### src/rtl/seg_scan_decoder.sv
// seg_scan_decoder
// Watches a multiplexed seven-segment bus and recovers one hex nibble per
// digit position. A {SegIn, DigitSel} sample must repeat for STABLE_CYCLES
// consecutive cycles before it is accepted, which filters out scan
// transitions and ghosting. Each stable run is accepted exactly once.
module seg_scan_decoder #(
    parameter int NUM_DIGITS    = 4,
    parameter int STABLE_CYCLES = 4
) (
    input  logic                      clk,
    input  logic                      rst,
    input  logic [6:0]                SegIn,
    input  logic [NUM_DIGITS-1:0]     DigitSel,
    input  logic                      ErrClr,
    output logic [4*NUM_DIGITS-1:0]   DigitsOut,
    output logic [NUM_DIGITS-1:0]     Blank,
    output logic [NUM_DIGITS-1:0]     BadPat,
    output logic                      Update,
    output logic [2:0]                UpdIdx,
    output logic                      SelErr
);

    localparam int         SAMPLE_W = 7 + NUM_DIGITS;
    localparam logic [3:0] STABLE_C = 4'(STABLE_CYCLES);

    // Input sample and run-length tracking.
    logic [SAMPLE_W-1:0]   sample_q, sample_d;
    logic [3:0]            cnt_q, cnt_d;
    logic                  accept_q, accept_d;

    // Decoded storage and status.
    logic [4*NUM_DIGITS-1:0] digits_q, digits_d;
    logic [NUM_DIGITS-1:0]   blank_q, blank_d;
    logic [NUM_DIGITS-1:0]   badpat_q, badpat_d;
    logic                    update_q, update_d;
    logic [2:0]              upd_idx_q, upd_idx_d;
    logic                    selerr_q, selerr_d;

    // Fields of the sample being accepted.
    logic [6:0]            cap_seg;
    logic [NUM_DIGITS-1:0] cap_sel;
    logic [4:0]            dec;

    // Segment pattern (a..g on bits 6..0) to {valid, nibble}.
    function automatic logic [4:0] decode_seg(input logic [6:0] seg);
        case (seg)
            7'b1111110: decode_seg = 5'h10;
            7'b0110000: decode_seg = 5'h11;
            7'b1101101: decode_seg = 5'h12;
            7'b1111001: decode_seg = 5'h13;
            7'b0110011: decode_seg = 5'h14;
            7'b1011011: decode_seg = 5'h15;
            7'b1011111: decode_seg = 5'h16;
            7'b1110000: decode_seg = 5'h17;
            7'b1111111: decode_seg = 5'h18;
            7'b1110011: decode_seg = 5'h19;
            7'b1110111: decode_seg = 5'h1A;
            7'b0011111: decode_seg = 5'h1B;
            7'b1001110: decode_seg = 5'h1C;
            7'b0111101: decode_seg = 5'h1D;
            7'b1001111: decode_seg = 5'h1E;
            7'b1000111: decode_seg = 5'h1F;
            default:    decode_seg = 5'h00;
        endcase
    endfunction

    // Run counter: restart on any change, saturate at STABLE_CYCLES, and flag
    // the single cycle on which the count first reaches the threshold.
    always_comb begin
        sample_d = {SegIn, DigitSel};
        if (sample_d != sample_q) begin
            cnt_d = 4'd1;
        end else if (cnt_q < STABLE_C) begin
            cnt_d = cnt_q + 4'd1;
        end else begin
            cnt_d = cnt_q;
        end
        accept_d = (cnt_d == STABLE_C) && (cnt_q != STABLE_C);
    end

    // Capture the accepted sample into its slot and update sticky errors.
    always_comb begin
        // NOTE: every output of this block gets a default first, so no path
        // leaves a variable unassigned and no latch is inferred.
        cap_seg   = sample_q[SAMPLE_W-1 -: 7];
        cap_sel   = sample_q[NUM_DIGITS-1:0];
        dec       = decode_seg(cap_seg);
        digits_d  = digits_q;
        blank_d   = blank_q;
        badpat_d  = ErrClr ? '0 : badpat_q;
        selerr_d  = selerr_q & ~ErrClr;
        update_d  = 1'b0;
        upd_idx_d = upd_idx_q;

        if (accept_q) begin
            if ($onehot(cap_sel)) begin
                update_d = 1'b1;
                for (int i = 0; i < NUM_DIGITS; i++) begin
                    if (cap_sel[i]) begin
                        upd_idx_d = 3'(i);
                        if (dec[4]) begin
                            digits_d[4*i +: 4] = dec[3:0];
                            blank_d[i]         = 1'b0;
                            badpat_d[i]        = 1'b0;
                        end else if (cap_seg == 7'd0) begin
                            digits_d[4*i +: 4] = 4'h0;
                            blank_d[i]         = 1'b1;
                            badpat_d[i]        = 1'b0;
                        end else begin
                            // Undecodable: keep the old nibble, only flag it.
                            badpat_d[i]        = 1'b1;
                        end
                    end
                end
            end else if (cap_sel != '0) begin
                selerr_d = 1'b1;
            end
        end
    end

    // State registers with synchronous reset taking priority.
    always_ff @(posedge clk) begin
        // NOTE: sequential state uses non-blocking assignments so every
        // register samples the pre-edge values regardless of statement order.
        if (rst) begin
            sample_q  <= '0;
            cnt_q     <= '0;
            accept_q  <= 1'b0;
            digits_q  <= '0;
            blank_q   <= '1;
            badpat_q  <= '0;
            update_q  <= 1'b0;
            upd_idx_q <= '0;
            selerr_q  <= 1'b0;
        end else begin
            sample_q  <= sample_d;
            cnt_q     <= cnt_d;
            accept_q  <= accept_d;
            digits_q  <= digits_d;
            blank_q   <= blank_d;
            badpat_q  <= badpat_d;
            update_q  <= update_d;
            upd_idx_q <= upd_idx_d;
            selerr_q  <= selerr_d;
        end
    end

    assign DigitsOut = digits_q;
    assign Blank     = blank_q;
    assign BadPat    = badpat_q;
    assign Update    = update_q;
    assign UpdIdx    = upd_idx_q;
    assign SelErr    = selerr_q;

endmodule

### config.mk
export PLATFORM = sky130hd
export DESIGN_NAME = seg_scan_decoder
export DESIGN_NICKNAME = d
export VERILOG_FILES = /design/src/rtl/seg_scan_decoder.sv
export SDC_FILE = /design/constraint.sdc
export NUM_CORES = 1
export LEC_CHECK = 0
export ABC_CLOCK_PERIOD_IN_PS = 3400
export CORE_ASPECT_RATIO = 1.5
export CORE_MARGIN = 5
export CORE_UTILIZATION = 51
export DETAILED_ROUTE_END_ITERATION = 16
export GPL_TIMING_DRIVEN = 1
export PLACE_DENSITY_LB_ADDON = 0.3
export SLEW_MARGIN = 20
export SYNTH_ARGS = -nofsm -noshare
export SYNTH_HDL_FRONTEND = slang
export SYNTH_SLANG_ARGS = --single-unit
export TNS_END_PERCENT = 100
### constraint.sdc
create_clock -name clk -period 3.4 [get_ports clk]
set_input_delay 0.68 -clock clk [delete_from_list [all_inputs] [get_ports clk]]
set_output_delay 0.68 -clock clk [all_outputs]
set_load 0.005 [all_outputs]
==> out/metrics.yaml <==
status: "finished clean"
routed_via_density: 5.77
placedInstanceArea_sq_mm: 0.00262
syn_area_sq_mm: 0.00223
cap_violations: 0
synthesis.nets: 269
min_path_cells: 2
worst_pin_slew_ns: 0.740
async_reset_ff_share_pct: 0
drive_gt1_share_pct: 9.12
clock-sinks: 44
hold_path_startpoint: "DigitsOut[3]"
synth_seq_cells: 44
start_util_pct: 52.6
relSlewSlack_pct: 50.4
crit_required_ns: 3.59
r2r-start: "sample_q[0]"
die_width_um: 64.0
post_drt_wl_per_cell_um: 15.2
ys_seq_area_share_pct: 39.4
dr_total_vias: 1911
ir_worst_vdd_mv: 0.336
tns_ns: 0
period_share_pct: 89.1
synthToLayoutAreaGrowth_pct: 21.4
dp_hpwl_um: 3750
cts_tree: "done"
power_density_mw_per_mm2: 355
ys_types: 51
grt_max_degree: 31
clk-insertion-delay-late_ns: 0.29
slowest_stage: "fa_1"
endpoint_kind: "flip-flop"
cts_hold_buf: 0
port_buffers: 41
worst-r2r-cell-count: 10
fp.dieH_um: 91.1
std_cell_rows: 29
grt_usage_pct: 18.0
nets: 304
clock_path_buffers: 2
drtAntennaViolNets: 0
r2r-end: "DigitsOut[6]"
yosys_warnings: 0
maxClockFrequency_mhz: 330
hold_class: "reg2reg"
synth_ff_type: "dfxtp_1"
place.gp.congestion: 0.880
pin_count: 43
crit_chain: "inv_1 > fa_1 > inv_1 > ha_1 > ha_1 > nor3b_1 > and2_2 > nand2_1 > a21oi_2 > mux2_4"
min_to: "DigitsOut[3]"
grt.overflow.total: 0
synth-edff-count: 0
slowest_delay_ns: 0.55
hold_viol_final: 0
reg2reg_slack_ns: 0.37
p_leak_nw: 0.918
grt_pass1_vias: 1831
timing.hold.ws_ns: 0.474
drc: 0
finClkSkew_ns: 0.00594
nFillCells: 357
antenna_found_initial: 0
clkTransAtPathRegs_ns: 0.08
finalPower_mw: 0.963
critical_path_class: "reg2reg"
final_common_cell: "dfxtp_1"
crit_buf_inv: 2
syn_avg_cell_area_sq_um: 8.97
grt_setup_unrepaired: "no"
cpLargestDelayFamily: "adder cells"
core_sq_mm: 0.00425
h-tree-depth: 2
critPathLaunchType: "flip-flop"
syn-instance-count: 249
antennaDiodeCount: 0
finalWirelength_um: 5030
setup_viol: 0
cts.repair.resized: 0
cp_max_fo: 13
final_cell_mix: "dfxtp_1, clkdlybuf4s50_1, a21oi_1"
die_area_sq_mm: 0.00583
grt_pass1_wl_um: 8590
tritoncts.num_buffers: 5
fin_crit_ns: 3.03
cts_setup_buffers: 0
drt-initial-drc-count: 188
cts_root_buffer: "clkbuf_8"
stdcell_area_sq_mm: 0.00271
final_max_slew_viol_count: 0
cp.arrival_ns: 3.21
first_pass_iters: 4
cell type report:
type	instances	area [sq um]	share of cell area, %
Clock buffer	6	82.6	3.05
Clock inverter	2	10.0	0.369
Inverter	13	48.8	1.80
Multi-Input combinational cell	175	1190	43.9
Sequential cell	44	881	32.5
Tap cell	46	57.6	2.12
Timing Repair Buffer	45	440	16.2
layer usage:
metal | track usage, % | routed length, um
met1 | 22.7 | 2140
met2 | 30.5 | 2650
met3 | 2.84 | 167
met4 | 6.07 | 66
met5 | 0 | 0
sequential cells by signal (all words and copies together) (netlist names):
signal	flops
Update	1
BadPat	4
SelErr	1
accept_q	1
cnt_q	4
DigitsOut	16
UpdIdx	2
Blank	4
sample_q	11
tightest hold or removal path, delay by kind of cell, from the launching register on:
kind | cells | cell delay (ns)
AOI/OAI and AO/OA | 2 | 0.12
DFF | 1 | 0.31
cells in the mapped netlist (3+ instances only):
cell type | count | area (sq um)
a311oi_1 | 4 | 35.0
ha_1 | 5 | 62.6
o32ai_1 | 9 | 78.8
nand2b_1 | 9 | 56.3
xnor2_1 | 12 | 105
nor2_1 | 13 | 48.8
nand2_1 | 13 | 48.8
inv_1 | 11 | 41.3
nor2b_1 | 15 | 93.8
clkbuf_1 | 6 | 22.5
nand3b_1 | 5 | 37.5
buf_2 | 4 | 20.0
o21ai_0 | 7 | 35.0
buf_6 | 5 | 56.3
dfxtp_1 | 44 | 881
or2_0 | 4 | 25.0
nor3_1 | 5 | 25.0
xor2_1 | 3 | 26.3
nand4_1 | 9 | 56.3
a31oi_1 | 3 | 18.8
nand3_1 | 5 | 25.0
a21oi_1 | 22 | 110
cells by family after synthesis:
family	count (synthesis)	share of synthesized area (%)
buffers and inverters	30	7.28
adder cells (fa/ha/maj)	6	3.70
XOR/XNOR	15	5.88
AO/OA/AOI/OAI	54	15.9
flip-flops	44	39.4
multiplexers	4	2.13
AND/OR/NAND/NOR	95	25.5
other	1	0.168
power breakdown:
| group | switching, mW | total [mW] | internal [mW] |
|---|---|---|---|
| clock network | 0.172 | 0.335 | 0.162 |
| registers | 0.0214 | 0.544 | 0.522 |
| logic | 0.0401 | 0.0842 | 0.0440 |
how the worst max path moves through the flow:
stage | from | to | slack [ns] | depth (start not counted)
floorplan | sample_q[0] | DigitsOut[10] | 0.70 | 10
global placement | sample_q[0] | DigitsOut[6] | 0.40 | 10
detailed placement | sample_q[0] | DigitsOut[6] | 0.24 | 10
CTS | sample_q[0] | DigitsOut[6] | 0.23 | 10
global route | sample_q[0] | DigitsOut[6] | 0.14 | 10
finish | sample_q[0] | DigitsOut[6] | 0.37 | 10
metrics by stage:
step                setup slack (ns)  util (%)  cells
floorplan                      0.702         -    249
global placement               0.397      61.7    323
detailed placement             0.239      61.7    323
CTS                            0.234      63.8    331
global route                   0.136      63.9    331
finish                         0.372      63.9    331
Power figures use the tool's default switching activity.
